[src/rtl/puf_challenge_sweeper.sv]
// Sweeps all eight PUF challenges, pulsing the PUF reset before each one,
// and collects the response bits into an 8-bit signature.
module puf_challenge_sweeper #(
  parameter int unsigned RST_CYCLES     = 2,
  parameter int unsigned TIMEOUT_CYCLES = 1024
) (
  input  logic       clk,
  input  logic       rst,
  input  logic       start,
  input  logic       puf_response,
  input  logic       puf_finished,
  output logic       puf_rst,
  output logic [2:0] challenge,
  output logic [7:0] signature,
  output logic       valid,
  output logic       busy,
  output logic       timeout_err
);

  localparam int RW = $clog2(RST_CYCLES + 1);
  localparam int TW = $clog2(TIMEOUT_CYCLES + 1);

  localparam logic [RW-1:0] RLAST = RW'(RST_CYCLES - 1);
  localparam logic [TW-1:0] TLAST = TW'(TIMEOUT_CYCLES - 1);

  typedef enum logic [1:0] {
    S_IDLE,
    S_APPLY,
    S_WAIT,
    S_DONE
  } state_t;

  state_t        state_q, state_d;
  logic [RW-1:0] rcnt_q, rcnt_d;
  logic [TW-1:0] wcnt_q, wcnt_d;
  logic [2:0]    chal_q, chal_d;
  logic [7:0]    sig_q, sig_d;
  logic          valid_q, valid_d;
  logic          busy_q, busy_d;
  logic          terr_q, terr_d;
  logic          prst_q, prst_d;

  always_comb begin
    state_d = state_q;
    rcnt_d  = rcnt_q;
    wcnt_d  = wcnt_q;
    chal_d  = chal_q;
    sig_d   = sig_q;
    valid_d = valid_q;
    busy_d  = busy_q;
    terr_d  = terr_q;

    unique case (state_q)
      S_IDLE: begin
        if (start) begin
          state_d = S_APPLY;
          rcnt_d  = '0;
          chal_d  = 3'd0;
          sig_d   = 8'h00;
          valid_d = 1'b0;
          terr_d  = 1'b0;
          busy_d  = 1'b1;
        end
      end
      S_APPLY: begin
        if (rcnt_q == RLAST) begin
          state_d = S_WAIT;
          wcnt_d  = '0;
        end else begin
          rcnt_d = rcnt_q + RW'(1);
        end
      end
      S_WAIT: begin
        // capture and advance share one edge
        if (puf_finished) begin
          sig_d[chal_q] = puf_response;
          if (chal_q == 3'd7) begin
            state_d = S_DONE;
          end else begin
            chal_d  = chal_q + 3'd1;
            rcnt_d  = '0;
            state_d = S_APPLY;
          end
        end else if (wcnt_q == TLAST) begin
          state_d = S_IDLE;
          terr_d  = 1'b1;
          busy_d  = 1'b0;
          valid_d = 1'b0;
        end else begin
          wcnt_d = wcnt_q + TW'(1);
        end
      end
      S_DONE: begin
        state_d = S_IDLE;
        valid_d = 1'b1;
        busy_d  = 1'b0;
      end
      default: begin
        state_d = S_IDLE;
      end
    endcase

    prst_d = (state_d == S_APPLY);
  end

  always_ff @(posedge clk) begin
    if (rst) begin
      state_q <= S_IDLE;
      rcnt_q  <= '0;
      wcnt_q  <= '0;
      chal_q  <= 3'd0;
      sig_q   <= 8'h00;
      valid_q <= 1'b0;
      busy_q  <= 1'b0;
      terr_q  <= 1'b0;
      prst_q  <= 1'b0;
    end else begin
      state_q <= state_d;
      rcnt_q  <= rcnt_d;
      wcnt_q  <= wcnt_d;
      chal_q  <= chal_d;
      sig_q   <= sig_d;
      valid_q <= valid_d;
      busy_q  <= busy_d;
      terr_q  <= terr_d;
      prst_q  <= prst_d;
    end
  end

  assign puf_rst     = prst_q;
  assign challenge   = chal_q;
  assign signature   = sig_q;
  assign valid       = valid_q;
  assign busy        = busy_q;
  assign timeout_err = terr_q;

endmodule

[config.mk]
export PLATFORM = sky130hd
export DESIGN_NAME = puf_challenge_sweeper
export DESIGN_NICKNAME = d
export VERILOG_FILES = /design/src/rtl/puf_challenge_sweeper.sv
export SDC_FILE = /design/constraint.sdc
export NUM_CORES = 1
export LEC_CHECK = 0
export ABC_AREA = 1
export CAP_MARGIN = 20
export CELL_PAD_IN_SITES_DETAIL_PLACEMENT = 2
export CELL_PAD_IN_SITES_GLOBAL_PLACEMENT = 2
export CORE_MARGIN = 5
export CORE_UTILIZATION = 29
export CTS_BUF_LIST = sky130_fd_sc_hd__clkbuf_4 sky130_fd_sc_hd__clkbuf_8
export CTS_CLUSTER_SIZE = 40
export DETAILED_ROUTE_END_ITERATION = 10
export PLACE_DENSITY = 0.88
export REMOVE_ABC_BUFFERS = 1
export SETUP_SLACK_MARGIN = 0.5
export SKIP_LAST_GASP = 1
export SLEW_MARGIN = 20
export SYNTH_ARGS = -nofsm -noshare
export SYNTH_HDL_FRONTEND = slang
export SYNTH_SLANG_ARGS = --single-unit
[constraint.sdc]
create_clock -name clk -period 1.5 [get_ports clk]
set_input_delay 0.3 -clock clk [delete_from_list [all_inputs] [get_ports clk]]
set_output_delay 0.3 -clock clk [all_outputs]
set_load 0.02 [all_outputs]
# Word-level counts from Yosys, hierarchy flattened
# Index checks and enable logic that the tools add are counted.
[totals] reg_bits=30 in_bits=5
[op_classes] add_sub_neg=3 order_cmp=2 eq_ne=15 muxes=34 n_reduce_logical=12
[ops] operator="2-to-1 mux 11 bit" n=3
[ops] operator="one-hot mux 11 bit (2 select lines)" n=1
[ops] operator="2-to-1 mux 2 bit" n=9
[ops] operator="2-to-1 mux 8 bit" n=2
[ops] operator="inequality test 2 bit, second input constant" n=8
[ops] operator="one-hot mux 8 bit (2 select lines)" n=1
[ops] operator="AND reduction 4 bit" n=4
[ops] operator="adder 11 x 1 -> 11 bit, second input constant" n=1
[ops] operator="== test 11 x 10 -> 1 bit, second input constant" n=1
[ops] operator="2-to-1 mux 3 bit" n=3
[ops] operator="bitwise mux 8 bit" n=1
[ops] operator="one-hot mux 2 bit (4 select lines)" n=1
[ops] operator="2-to-1 mux 1 bit" n=7
[ops] operator="== test 2 x 1 -> 1 bit, second input constant" n=3
[ops] operator="one-hot mux 1 bit (3 select lines)" n=2
[ops] operator="one-hot mux 2 bit (3 select lines)" n=1
[ops] operator="one-hot mux 3 bit (2 select lines)" n=1
[ops] operator="nonzero test 3 bit" n=2
[ops] operator="AND reduction 5 bit" n=1
[ops] operator="== test 2 bit, second input constant" n=2
[ops] operator="< comparator 3 x 4 -> 1 bit, second input constant" n=1
[ops] operator="nonzero test 2 bit" n=2
[ops] operator="adder 3 x 1 -> 3 bit, second input constant" n=1
[ops] operator="demux 1 bit (select 3 bit)" n=1
[ops] operator="7 further kinds" n=7

# Logic depth before layout (Yosys ltp)
[depth] word_depth=7 mapped_depth=10 ltp_nobuf=10

# Worst setup path before layout
# OpenSTA, ideal clock, no wires.
[synth_path] path_type="flip-flop to flip-flop" from="reg wcnt_q[0]" to="reg wcnt_q[1]" arrival_ns=1.371 t_required_ns=1.370 setup_slack_ns=-0.001 path_stages_with_launch=11 path_buffers=0 period_less_slack_ns=1.501 cell_sequence="dfxtp_1 -> ha_1 -> nand2_1 -> nor2_2 -> nand3_1 -> nand2_1 -> nand2_4 -> nand2_8 -> nand2_1 -> nand2_1 -> nor2_1"
[synth_via] elab_chain_cells=4
[synth_rtl] element="from (decl)" line_no="35" source="logic [TW-1:0] wcnt_q, wcnt_d;"
[synth_rtl] element="from (signal assigned)" line_no="120" source="wcnt_q <= wcnt_d;"
[synth_rtl] element="adder 11 x 1 -> 11 bit" line_no="90" source="wcnt_d = wcnt_q + TW'(1);"
[synth_rtl] element="2-to-1 mux 11 bit" line_no="84" source="end else if (wcnt_q == TLAST) begin"
[synth_rtl] element="2-to-1 mux 11 bit" line_no="75" source="if (puf_finished) begin"
[synth_rtl] element="one-hot mux 11 bit (2 select lines)" line_no="53" source="unique case (state_q)"
# Several ways; a longest one is shown, not always the timed one. The select of a mux whose other input is x is not followed.
# A chain may end at the register's enable or synchronous reset.

# Final worst setup path
[layout_path] from="reg wcnt_q[7]" to="reg wcnt_q[1]"
[layout_via] elab_chain_cells=3
[layout_rtl] element="== test 11 x 10 -> 1 bit" line_no="84"
[layout_rtl] element="inequality test 2 bit (no source line)"
[layout_rtl] element="AND reduction 4 bit (no source line)"
# Every way passes these cells.

==> out/qor.yml <==
status: "complete, but fails checks"
violations: "setup timing"
synthMuxAreaShare_pct: 0
ys_top_cells_by_area: "dfxtp_1 (35%), nand2_1 (15%), a21oi_1 (5.3%)"
period_minus_slack_ns: 1.71
final_cell_mix: "buf_4 (40), nand2_1 (39), nand2_2 (30), buf_6 (22)"
rsz0062_at_grt: "true"
reg2reg_slack_ns: -0.21
yosysSeqAreaShare_pct: 35.4
grt_use_total_pct: 28.6
finalCritPeriodShare_pct: 114
drc: 0
dr_total_vias: 2204
synth_compound_area_share_pct: 15.1
cts-root-buf: "clkbuf_8"
timing.fmax_mhz: 586
timing.hold.ws_ns: 0.490
ioPinCount: 20
clkSlewWorstSetupHoldPaths_ns: 0.07
finalClockSkew_ns: 0.00805
dr.pass1.iters: 4
fp.dieW_um: 86.5
yosys.area.top_type: "dfxtp_1"
grt_pass1_wl_mm: 15.5
clock_latency_ns: 0.31
cts_tree: "yes"
crit_fanout: 7
syn_inst: 248
fill_cells: 586
synthXorXnorAreaFrac_pct: 1.03
placedCellCount: 369
grt_max_degree: 17
wirelength_mm: 11.5
wl_per_cell_um: 29.2
via_per_inst: 5.58
cts.sinks: 30
drt_iter0_markers: 141
clockBufferDepth: 2
finalSetupViolations: 13
ys_ff_latch: 30
globalplace.congestion: 0.723
ir_drop_uv: 595
syn_area_um2: 1700
syn2layout_area_growth_pct: 79.3
finalHoldViolCount: 0
rows: 27
fin_cells: 395
fin_tns_setup_ns: -0.745
syn_avg_cell_area_um2: 6.84
start_util_pct: 30.2
synth_fa_ha_area_share_pct: 2.95
cap_violations: 0
portBuffers: 19
synth_top_area_share_pct: 35.4
worst_ep_required_time_ns: 1.71
worst_pin_slew_ns: 0.522
antenna_found_initial: 0
core_um2: 5610
criticalPathCategory: "flop to flop"
antenna_left: 0
hp-class: "flop to flop"
grt_pass1_vias: 2457
final_common_cell: "buf_4"
ys_types: 26
timing.critical_path.from_type: "flop"
n_antenna_cell: 0
slew_headroom_pct: 64.8
maxSlewViolCount: 0
gr-total-overflow: 0
drive_gt1_share_pct: 64.4
critPathCaptureType: "flop"
fin_nets: 331
crit_arrival_ns: 1.92
cts_buffers: 5
synth-simple-area-share_pct: 37.9
pwr_density_cell_nw_per_um2: 808
p_leak_nw: 1.25
htreeDepth: 2
post-dp-hpwl_mm: 5.31
die_area_um2: 7480
synth_warnings: 0
layout_setup_ws_ns: -0.206
die_y_um: 86.5
synth_top_family_by_area: "simple AND/OR/NAND/NOR gates"
==> synthesized netlist by cell type <==
library cell / count
nor2_4: 1
nor3_1: 9
nand2_2: 14
nor3b_1: 1
nand2_8: 1
o21ai_0: 14
inv_1: 23
clkbuf_1: 2
nand2_4: 1
xor2_1: 1
nand2_1: 69
nor2_2: 3
a21oi_1: 18
dfxtp_1: 30
inv_4: 1
o21ai_2: 1
a21oi_2: 9
ha_1: 4
buf_6: 1
nor2_8: 1
a211oi_1: 1
nand3_1: 14
nor2_1: 21
inv_2: 5
nand4_1: 2
xnor2_1: 1
==> critical path, cell delays in order, from the launching register on <==
cell and delay, ns:
dfxtp_1 0.40, nand2_2 0.12, nor2_4 0.14, buf_4 0.14, nand4_1 0.14, nand2_2 0.15, nor2_4 0.06, buf_12 0.14
nand2_4 0.06, nand2_2 0.06, nor2_1 0.20
==> sequential cells by signal (all words and copies together) (netlist names) <==
signal	cells
wcnt_q	11
rcnt_q	2
state_q	2
timeout_err	1
puf_rst	1
busy	1
signature	8
challenge	3
valid	1
==> kinds of logic after synthesis <==
family          Yosys count
simple gates            137
compound gates           43
buf+inv                  32
flops                    30
fa+ha+maj                 4
xor+xnor                  2
==> final timing paths <==
check / startpoint / to / depth (start not counted)
setup / recovery: wcnt_q[7]$_SDFFE_PP0P_ / wcnt_q[1]$_SDFFE_PP0P_ / 10
setup reg to reg: wcnt_q[7]$_SDFFE_PP0P_ / wcnt_q[1]$_SDFFE_PP0P_ / 10
hold reg to reg: valid$_SDFFE_PP0P_ / valid$_SDFFE_PP0P_ / 2
hold / removal: valid$_SDFFE_PP0P_ / valid$_SDFFE_PP0P_ / 2
==> layout make-up <==
class                   instances  area (µm²)  share of cell area, %
clock buffers                   8         110                   3.62
inverters                      29         136                   4.49
multi-input cells             187        1410                   46.4
flip-flops and latches         30         644                   21.2
well taps                      72        90.1                   2.96
repair buffers                 69         648                   21.3
==> report_power, final <==
group / total [W] / internal [W] / switching [W]
clock: 0.000825 / 0.000464 / 0.000362
sequential: 0.000875 / 0.000833 / 0.0000422
combinational: 0.000756 / 0.000288 / 0.000468
total: 0.00246 / 0.00158 / 0.000872
==> routing by layer <==
layer	vias to the layer above	global-route usage, %	part of all wire, %
met5	-	0	0
met4	0	14.6	5.2
met3	47	5.51	4.2
met2	86	53.8	54
met1	1120	29.9	37
li1	951	-	-
==> through the flow <==
step	setup slack, ns	utilization, %	area, µm²	total power [W]
after CTS	0.0219	49.4	2770	0.00228
after floorplan	0.0197	-	1680	0.00110
after detailed placement	-0.116	39.8	2230	0.00134
final	-0.206	54.2	3040	0.00246
after global placement	-0.0291	39.8	2230	0.00130
after global routing	-0.248	54.2	3040	0.00254
==> timing repair <==
action,CTS,global route
setup buffers,10,7
hold buffers,0,0
cloned,1,0
setup endpoints to repair,45,45
gates resized for setup,190,64
pin swaps,23,25
(Power assumes the default switching activity.)
